[config.mk]
export PLATFORM = sky130hd
export DESIGN_NAME = count_sampler
export DESIGN_NICKNAME = d
export VERILOG_FILES = /design/src/rtl/count_sampler.sv
export SDC_FILE = /design/constraint.sdc
export NUM_CORES = 1
export LEC_CHECK = 0
export CAP_MARGIN = 0
export CELL_PAD_IN_SITES_DETAIL_PLACEMENT = 1
export CELL_PAD_IN_SITES_GLOBAL_PLACEMENT = 1
export CORE_ASPECT_RATIO = 0.6
export CORE_MARGIN = 5
export CORE_UTILIZATION = 50
export CTS_CLUSTER_SIZE = 10
export DETAILED_ROUTE_END_ITERATION = 10
export PLACE_DENSITY = 0.86
export SYNTH_ARGS = -nofsm -noshare
export SYNTH_HDL_FRONTEND = slang
export SYNTH_SLANG_ARGS = --single-unit
[constraint.sdc]
create_clock -name clock -period 3.8 [get_ports clock]
set_input_delay 0.95 -clock clock [delete_from_list [all_inputs] [get_ports clock]]
set_output_delay 0.95 -clock clock [all_outputs]
set_load 0.02 [all_outputs]
[src/rtl/count_sampler.sv]
`default_nettype none
// ============================================================================
//  Module      : count_sampler
//  Description : Captures a counter value (plus a wrapped-since-last-sample
//                flag) on each sample strobe into a show-ahead FIFO that
//                drains to a valid/ready consumer; drops raise a sticky flag.
//  Revision    : 1.0 - initial release
// ============================================================================
module count_sampler #(
    parameter int SIZE       = 5,
    parameter int DEPTH_LOG2 = 2
) (
    input  logic                  clock,
    input  logic                  reset,
    input  logic [SIZE-1:0]       count_in,
    input  logic                  sample,
    output logic [SIZE-1:0]       out_count,
    output logic                  out_wrap,
    output logic                  out_valid,
    input  logic                  out_ready,
    output logic [DEPTH_LOG2:0]   level,
    output logic                  overflow,
    input  logic                  clear_ovf
);

    localparam int                   c_DEPTH_N   = 1 << DEPTH_LOG2;
    localparam logic [DEPTH_LOG2:0]  c_DEPTH     = {1'b1, {DEPTH_LOG2{1'b0}}};
    localparam logic [DEPTH_LOG2:0]  c_LVL_ZERO  = '0;
    localparam logic [DEPTH_LOG2:0]  c_LVL_ONE   = {{DEPTH_LOG2{1'b0}}, 1'b1};
    localparam logic [DEPTH_LOG2-1:0] c_PTR_ONE  = {{(DEPTH_LOG2-1){1'b0}}, 1'b1};

    logic [SIZE:0]            r_mem [c_DEPTH_N];
    logic [DEPTH_LOG2-1:0]    r_wr_ptr;
    logic [DEPTH_LOG2-1:0]    r_rd_ptr;
    logic [DEPTH_LOG2:0]      r_level;
    logic [SIZE-1:0]          r_prev_count;
    logic                     r_wrap_pending;
    logic                     r_overflow;
    logic [SIZE-1:0]          r_out_count;
    logic                     r_out_wrap;

    logic                     w_wrap_now;
    logic                     w_pop;
    logic                     w_push;
    logic                     w_drop;
    logic [SIZE:0]            w_entry;
    logic [DEPTH_LOG2-1:0]    w_rd_next;
    logic [DEPTH_LOG2:0]      w_level_next;
    logic                     w_head_load;
    logic [SIZE:0]            w_head_next;

    assign w_wrap_now = (count_in < r_prev_count);
    assign w_pop      = (r_level != c_LVL_ZERO) & out_ready;
    assign w_push     = sample & ((r_level < c_DEPTH) | w_pop);
    assign w_drop     = sample & ~w_push;
    assign w_entry    = {count_in, r_wrap_pending | w_wrap_now};
    assign w_rd_next  = r_rd_ptr + c_PTR_ONE;

    always_comb begin
        w_level_next = r_level;
        case ({w_push, w_pop})
            2'b10:   w_level_next = r_level + c_LVL_ONE;
            2'b01:   w_level_next = r_level - c_LVL_ONE;
            default: w_level_next = r_level;
        endcase
    end

    // The head register mirrors mem[rd_ptr]; a push that lands directly at
    // the head bypasses the memory since it is not written until this edge.
    always_comb begin
        w_head_load = 1'b0;
        w_head_next = w_entry;
        if (w_push && ((r_level == c_LVL_ZERO) || (w_pop && (r_level == c_LVL_ONE)))) begin
            w_head_load = 1'b1;
        end else if (w_pop && (r_level > c_LVL_ONE)) begin
            w_head_load = 1'b1;
            w_head_next = r_mem[w_rd_next];
        end
    end

    always_ff @(posedge clock) begin
        if (w_push) begin
            r_mem[r_wr_ptr] <= w_entry;
        end
    end

    always_ff @(posedge clock or negedge reset) begin
        if (!reset) begin
            r_wr_ptr       <= '0;
            r_rd_ptr       <= '0;
            r_level        <= '0;
            r_prev_count   <= '0;
            r_wrap_pending <= 1'b0;
            r_overflow     <= 1'b0;
            r_out_count    <= '0;
            r_out_wrap     <= 1'b0;
        end else begin
            r_prev_count <= count_in;
            // An accepted sample consumes any pending wrap, including this cycle's.
            if (w_push) begin
                r_wrap_pending <= 1'b0;
            end else if (w_wrap_now) begin
                r_wrap_pending <= 1'b1;
            end
            if (w_drop) begin
                r_overflow <= 1'b1;
            end else if (clear_ovf) begin
                r_overflow <= 1'b0;
            end
            if (w_push) begin
                r_wr_ptr <= r_wr_ptr + c_PTR_ONE;
            end
            if (w_pop) begin
                r_rd_ptr <= w_rd_next;
            end
            r_level <= w_level_next;
            if (w_head_load) begin
                {r_out_count, r_out_wrap} <= w_head_next;
            end
        end
    end

    assign out_count = r_out_count;
    assign out_wrap  = r_out_wrap;
    assign out_valid = (r_level != c_LVL_ZERO);
    assign level     = r_level;
    assign overflow  = r_overflow;

endmodule
`default_nettype wire

# After elaboration in Yosys (flattened, before gate mapping)
# Memory sizes are Yosys's and may differ from the RTL's.
# Index checks and enable logic that the tools add are counted.
# W data, S select, Z words.
op_classes:
  n_eq_ne: 3
  mux: 11
  bitwise_logic: 6
  reduce_logical: 9
  add_sub_neg: 4
  n_lt_le_gt_ge: 3
ops:
  columns: ["op", "count"]
  rows:
  - ["$mux W6", 2]
  - ["$mux W1", 8]
  - ["$pmux W3 S2", 1]
  - ["$reduce_bool A2 Y1", 3]
  - ["$lt A5 B5 Y1", 1]
  - ["$add A2 B1 Y2 const B", 2]
  - ["$add A3 B1 Y3 const B", 1]
  - ["$and A1 B1 Y1", 3]
  - ["$eq A3 B1 Y1 const B", 1]
  - ["$gt A3 B1 Y1 const B", 1]
  - ["$logic_and A1 B1 Y1", 3]
  - ["$logic_not A3 Y1", 1]
  - ["$lt A3 B3 Y1 const B", 1]
  - ["$reduce_bool A3 Y1", 1]
  - ["$sub A3 B1 Y3 const B", 1]
  - ["$eq A2 B1 Y1 const B", 1]
  - ["$eq A2 B2 Y1 const B", 1]
  - ["$or A1 B1 Y1", 2]
  - ["$logic_or A1 B1 Y1", 1]
  - ["$not A1 Y1", 1]
word_totals:
  input_bits: 10
  regBits: 20
  output_inout_bits: 11
  mem_count: 1
  mem_bits_rw: 24
memory_table:
  columns: ["memory", "words", "word_bits", "rd", "rd_clocked_by_memory_dff", "write_ports", "line", "text"]
  rows:
  - ["r_mem", 4, 6, 1, 0, 1, "32", "logic [SIZE:0] r_mem [c_DEPTH_N];"]

# Depth between registers and ports, before layout
logic_depth:
  word_depth: 7
  depth_mapped: 8
  mapped_depth_nobuf: 8

# Worst setup path after synthesis
# Ideal clock, no wire load.
synth_path:
  path_kind: "input-to-reg"
  start: "input out_ready"
  end: "register r_level[2], in the netlist level[2]"
  path_slack_ps: 1748
  stages: 7
  arrival_ps: 1929
  t_required_ps: 3677
  path_cell_list: "nand2b_1 > and2_1 > inv_1 > ha_1 > mux2i_1 > nor2_1 > xnor2_1"
synth_between:
  elab_chain_len: 5
  elab_cells_between_ends: 7
  classes_between: "eq/ne: 2; mux: 1; bitwise: 3; reduce/logical: 1"
synth_lines:
  columns: ["item", "line", "text"]
  rows:
  - ["start: declaration", "20", "input logic out_ready,"]
  - ["$and A1 B1 Y1 *", "53", "assign w_pop = (r_level != c_LVL_ZERO) & out_ready;"]
  - ["$or A1 B1 Y1", "54", "assign w_push = sample & ((r_level < c_DEPTH) | w_pop);"]
  - ["$and A1 B1 Y1", "54", null]
  - ["$eq A2 B1 Y1 / $eq A2 B2 Y1 (equally long branches)", "61", "case ({w_push, w_pop})"]
  - ["$pmux W3 S2 / $reduce_bool A2 Y1 (equally long branches)", null, null]
  - ["end signal: assignment", "116", "r_level <= w_level_next;"]
  - ["end: declaration", "35", "logic [DEPTH_LOG2:0] r_level;"]
# Every way passes the cells marked *; elsewhere a longest branch is shown, timed or not.
# A chain may end at the register's enable or synchronous reset.

# Worst setup path in the final report
layout_path:
  start: "register r_level[0], in the netlist level[0]"
  end: "output out_valid"
layout_between:
  elab_chain_len: 1
layout_lines:
  columns: ["item", "line", "text"]
  rows:
  - ["$reduce_bool A3 Y1", "125", "assign out_valid = (r_level != c_LVL_ZERO);"]
  - ["end: declaration", "19", "output logic out_valid,"]
# No other way between the ends.

==> impl_summary.md <==
Finish
The area growth from synthesis to layout is 16.0%. The top cell types in the final layout, fill and taps aside, are edfxtp_1 (24), clkdlybuf4s50_1 (20), dfrtp_1 (20), inv_1 (15), ha_1 (13). For this run, the post-layout net count is around 180. The area occupied by multi-input gates is 676 um^2. The most common library cell in the layout ignoring fill and taps is edfxtp_1. The sequential cells in the finished layout cover a total of around 0.0012 mm^2. The post-route non-filler standard cell count is ~200.

The filler cells instantiated in the layout total ~360. The fraction of layout instances using a drive strength above 1 is 12.1%. The number of antenna repair diodes is 0.

The final core utilization is about three fifths.

Worst setup path
Along the worst path, the maximum fanout reaches 6. STA classifies the critical path endpoint as a primary output. For the worst setup path, the data required time is 2.85 ns. The depth of the most critical reg-to-reg path is 7. The launching point of the worst reg2reg path is level[0]. In this run the register-to-register setup slack is roughly 1.9 ns.

The worst setup path is of the reg2out kind. STA classifies the critical path startpoint as a flop. At the worst endpoint, the arrival time is around 1.9 ns. The worst register-to-register path ends at level[2].

Global routing
The first-pass GRT wire length is 6570 um. After global routing the overflow that remains totals 0. Global routing consumed, over all layers together, between 10% and 20% of the routing resources. The via count of the first global-routing pass was roughly 1200. The largest net degree at the start of global routing is 21. The initial antenna violation count is 0.

Logic synthesis
The mapped netlist covers 0.00198 mm^2. The number of distinct standard cells referenced by the synthesized netlist is 32. The number of synthesized register bits is 44.

Yosys printed 0 warnings. The total nets after synthesis is about 150. The synthesized design spends more area on one cell type than any other, namely edfxtp_1.

The cell count after synthesis came out at 131. The average instance in the mapped netlist occupies around 15 um^2. The share of the synthesized area in the top cell type is around 36%. Yosys attributes the largest share of cell area to edfxtp_1 (36%), dfrtp_1 (25%), ha_1 (8.2%), mux4_2 (4.6%), inv_1 (2.8%). For this run, the register share of the synthesized area comes to around 62%.

STA
Setup repair after global routing left no endpoint under its margin. The final critical path takes up between 70% and 80% of the cycle. For the final routed database, the setup TNS stands at 0 ns.

The final critical-path required period is between 2 and 3 ns. The max-slew violation count is 0. The setup skew after layout is approximately 0.012 ns.

The final hold violation count is 0. The headroom to the max-slew limit is between 30% and 40%. The slew of the pin with the lowest slew margin is 0.930 ns. The maximum achievable frequency is about 360 MHz. Setup violations remaining at the end of the flow were counted as 0.

Pwr
The largest voltage drop on the vdd net is slightly below 0.4 mV. The power per unit of standard cell area is about 730 mW/mm^2. The net switching power is 597 uW. The clock group share of total power is 16.4%. The design draws approximately 1700 uW. The cell internal power dissipation is between 1000 and 1500 uW. For this design the static power due to leakage is slightly above 0.0009 uW. The proportion of total power due to net switching is a little over a third.

Combinational cells account for 39.1% of the total power. The sequential group share of total power is roughly 45%.

Hold path
The worst hold path depth is 1. In this run the most critical hold path is launched from out_count[1]. The destination of the worst hold path is out_count[1].

The path class of the tightest hold or removal check is reg2reg.

Clock tree
The TritonCTS sink count is 44. The clock tree synthesis step divided the H-tree into 2 levels. The clock-pin slew of the registers on the worst-case setup and hold paths is roughly 0.090 ns. Counting the buffers created by CTS gives 5. The number of buffers on the longest clock path is 2.

TritonCTS built the clock tree. The number of buffers added for setup after CTS is 0. The cell at the root of the clock tree is clkbuf_8. In this run, post-CTS repair resized a total of 0 instances. The number of hold buffers added after cts is 0.

The clock network latency to the later pin of the worst-skew pair is about 0.29 ns.

Floorplan
The total area inside the core boundary comes to 0.00374 mm^2. During I/O placement, the number of pins put on the boundary was 21. The floorplan has 17 rows. The die span in x is around 91 um. The full die area is 0.00535 mm^2. The die outline height is 58.7 um. For this configuration, the core starts out at a cell density of a little over half.

Drt
The first detailed-routing pass took 4 iterations. The average via count per standard cell is between 5 and 6. The detailed router finished its first iteration with between 80 and 90 violations.

Across all layers, the routed design uses 1128 vias. The total detailed-routing wirelength is approximately 4100 um. Once detail routing completed, the nets flagged for antenna violations numbered 0. In the final routed layout, each cell accounts on average for 20.2 um.

The number of remaining DRC errors is 0.

Placed design
In this run, placement finished with an instance count of between 150 and 200. Input and output buffers added on the ports amount to 20. The placed wire-length estimate after detailed placement is just over 3000 um. At the end of routability-driven placement, the weighted congestion stood at 0.756.

Outcome
The flow ran to the end, and the final reports show no timing, DRC or antenna violations.

Job
The number of max-cap violations is 0.
-- flip-flops by register name, indices dropped and copies added (netlist names), 2 cells and up --
signal        cells
r_mem            24
level             3
r_rd_ptr          2
r_prev_count      5
r_wr_ptr          2
out_count         5
-- critical path: stages (launching register included) --
cell and delay [ns]:
dfrtp_1 0.49, inv_1 0.10, ha_1 0.26, nand2b_1 0.10, clkdlybuf4s50_1 0.61
-- layer usage --
layer	global-route usage, %	part of all wire [%]	up-vias
met5	0	0	-
met4	4.39	1.0	0
met3	4.21	6.7	5
met2	26.4	47	33
met1	23.4	46	567
li1	-	-	523
-- synthesized netlist by cell type --
cell,n
o31ai_2,1
and2_2,6
xnor2_1,5
a22oi_1,1
mux2i_1,1
dfrtp_1,20
or4b_1,1
buf_6,2
a21o_1,1
o21ai_1,1
and3_1,4
nor3_4,1
o22ai_1,1
o21ai_0,2
mux4_2,4
xor2_1,1
nor2_1,3
nor4_1,1
inv_1,15
nand3b_1,1
o21bai_1,1
nand2_1,4
a221oi_1,1
and2_1,2
mux4_1,2
a21oi_2,2
edfxtp_1,24
a221o_1,4
nand3_1,1
a31oi_1,2
nand2b_1,3
ha_1,13
-- how the worst max path moves through the flow --
stage / endpoint / depth (start not counted) / from
finish: out_valid / 4 / level[0]
floorplan: level[2] / 7 / out_ready
global placement: level[2] / 7 / out_ready
detailed placement: level[2] / 7 / out_ready
CTS: out_valid / 4 / level[0]
global route: out_valid / 4 / level[0]
-- stage by stage --
stage          area, um^2  hold slack [ns]  setup slack (ns)
6_report             2290            0.526             0.998
4_1_cts              2290            0.535             0.973
3_5_place_dp         2210            0.516             0.827
2_1_floorplan        1980            0.543              1.75
3_3_place_gp         2210            0.495             0.875
5_1_grt              2290            0.545             0.875
-- cell families (layout without fill, tap and decap cells) --
group | after synthesis | in the layout | synth area share, %
fa+ha+maj | 13 | 13 | 8.23
simple gates | 27 | 27 | 8.74
buf+inv | 17 | 43 | 3.99
compound gates | 17 | 17 | 6.84
mux | 7 | 7 | 7.73
xor+xnor | 6 | 6 | 2.66
flops | 44 | 44 | 61.8
-- power groups by stage --
stage / sequential (uW) / clock, uW / combinational (uW)
finish: 746 / 275 / 655
CTS: 747 / 281 / 667
detailed placement: 757 / 0 / 653
floorplan: 763 / 0 / 415
global placement: 744 / 0 / 626
global route: 763 / 301 / 719
-- layout make-up --
| cell class | instances | area share [%] |
|---|---|---|
| tap | 47 | 2.57 |
| clock inverter | 2 | 0.328 |
| clock buffer | 6 | 3.17 |
| sequential | 44 | 53.3 |
| multi-input combinational | 70 | 29.5 |
| timing repair buffer | 20 | 8.73 |
| inverter | 15 | 2.46 |
(Power assumes the default switching activity.)
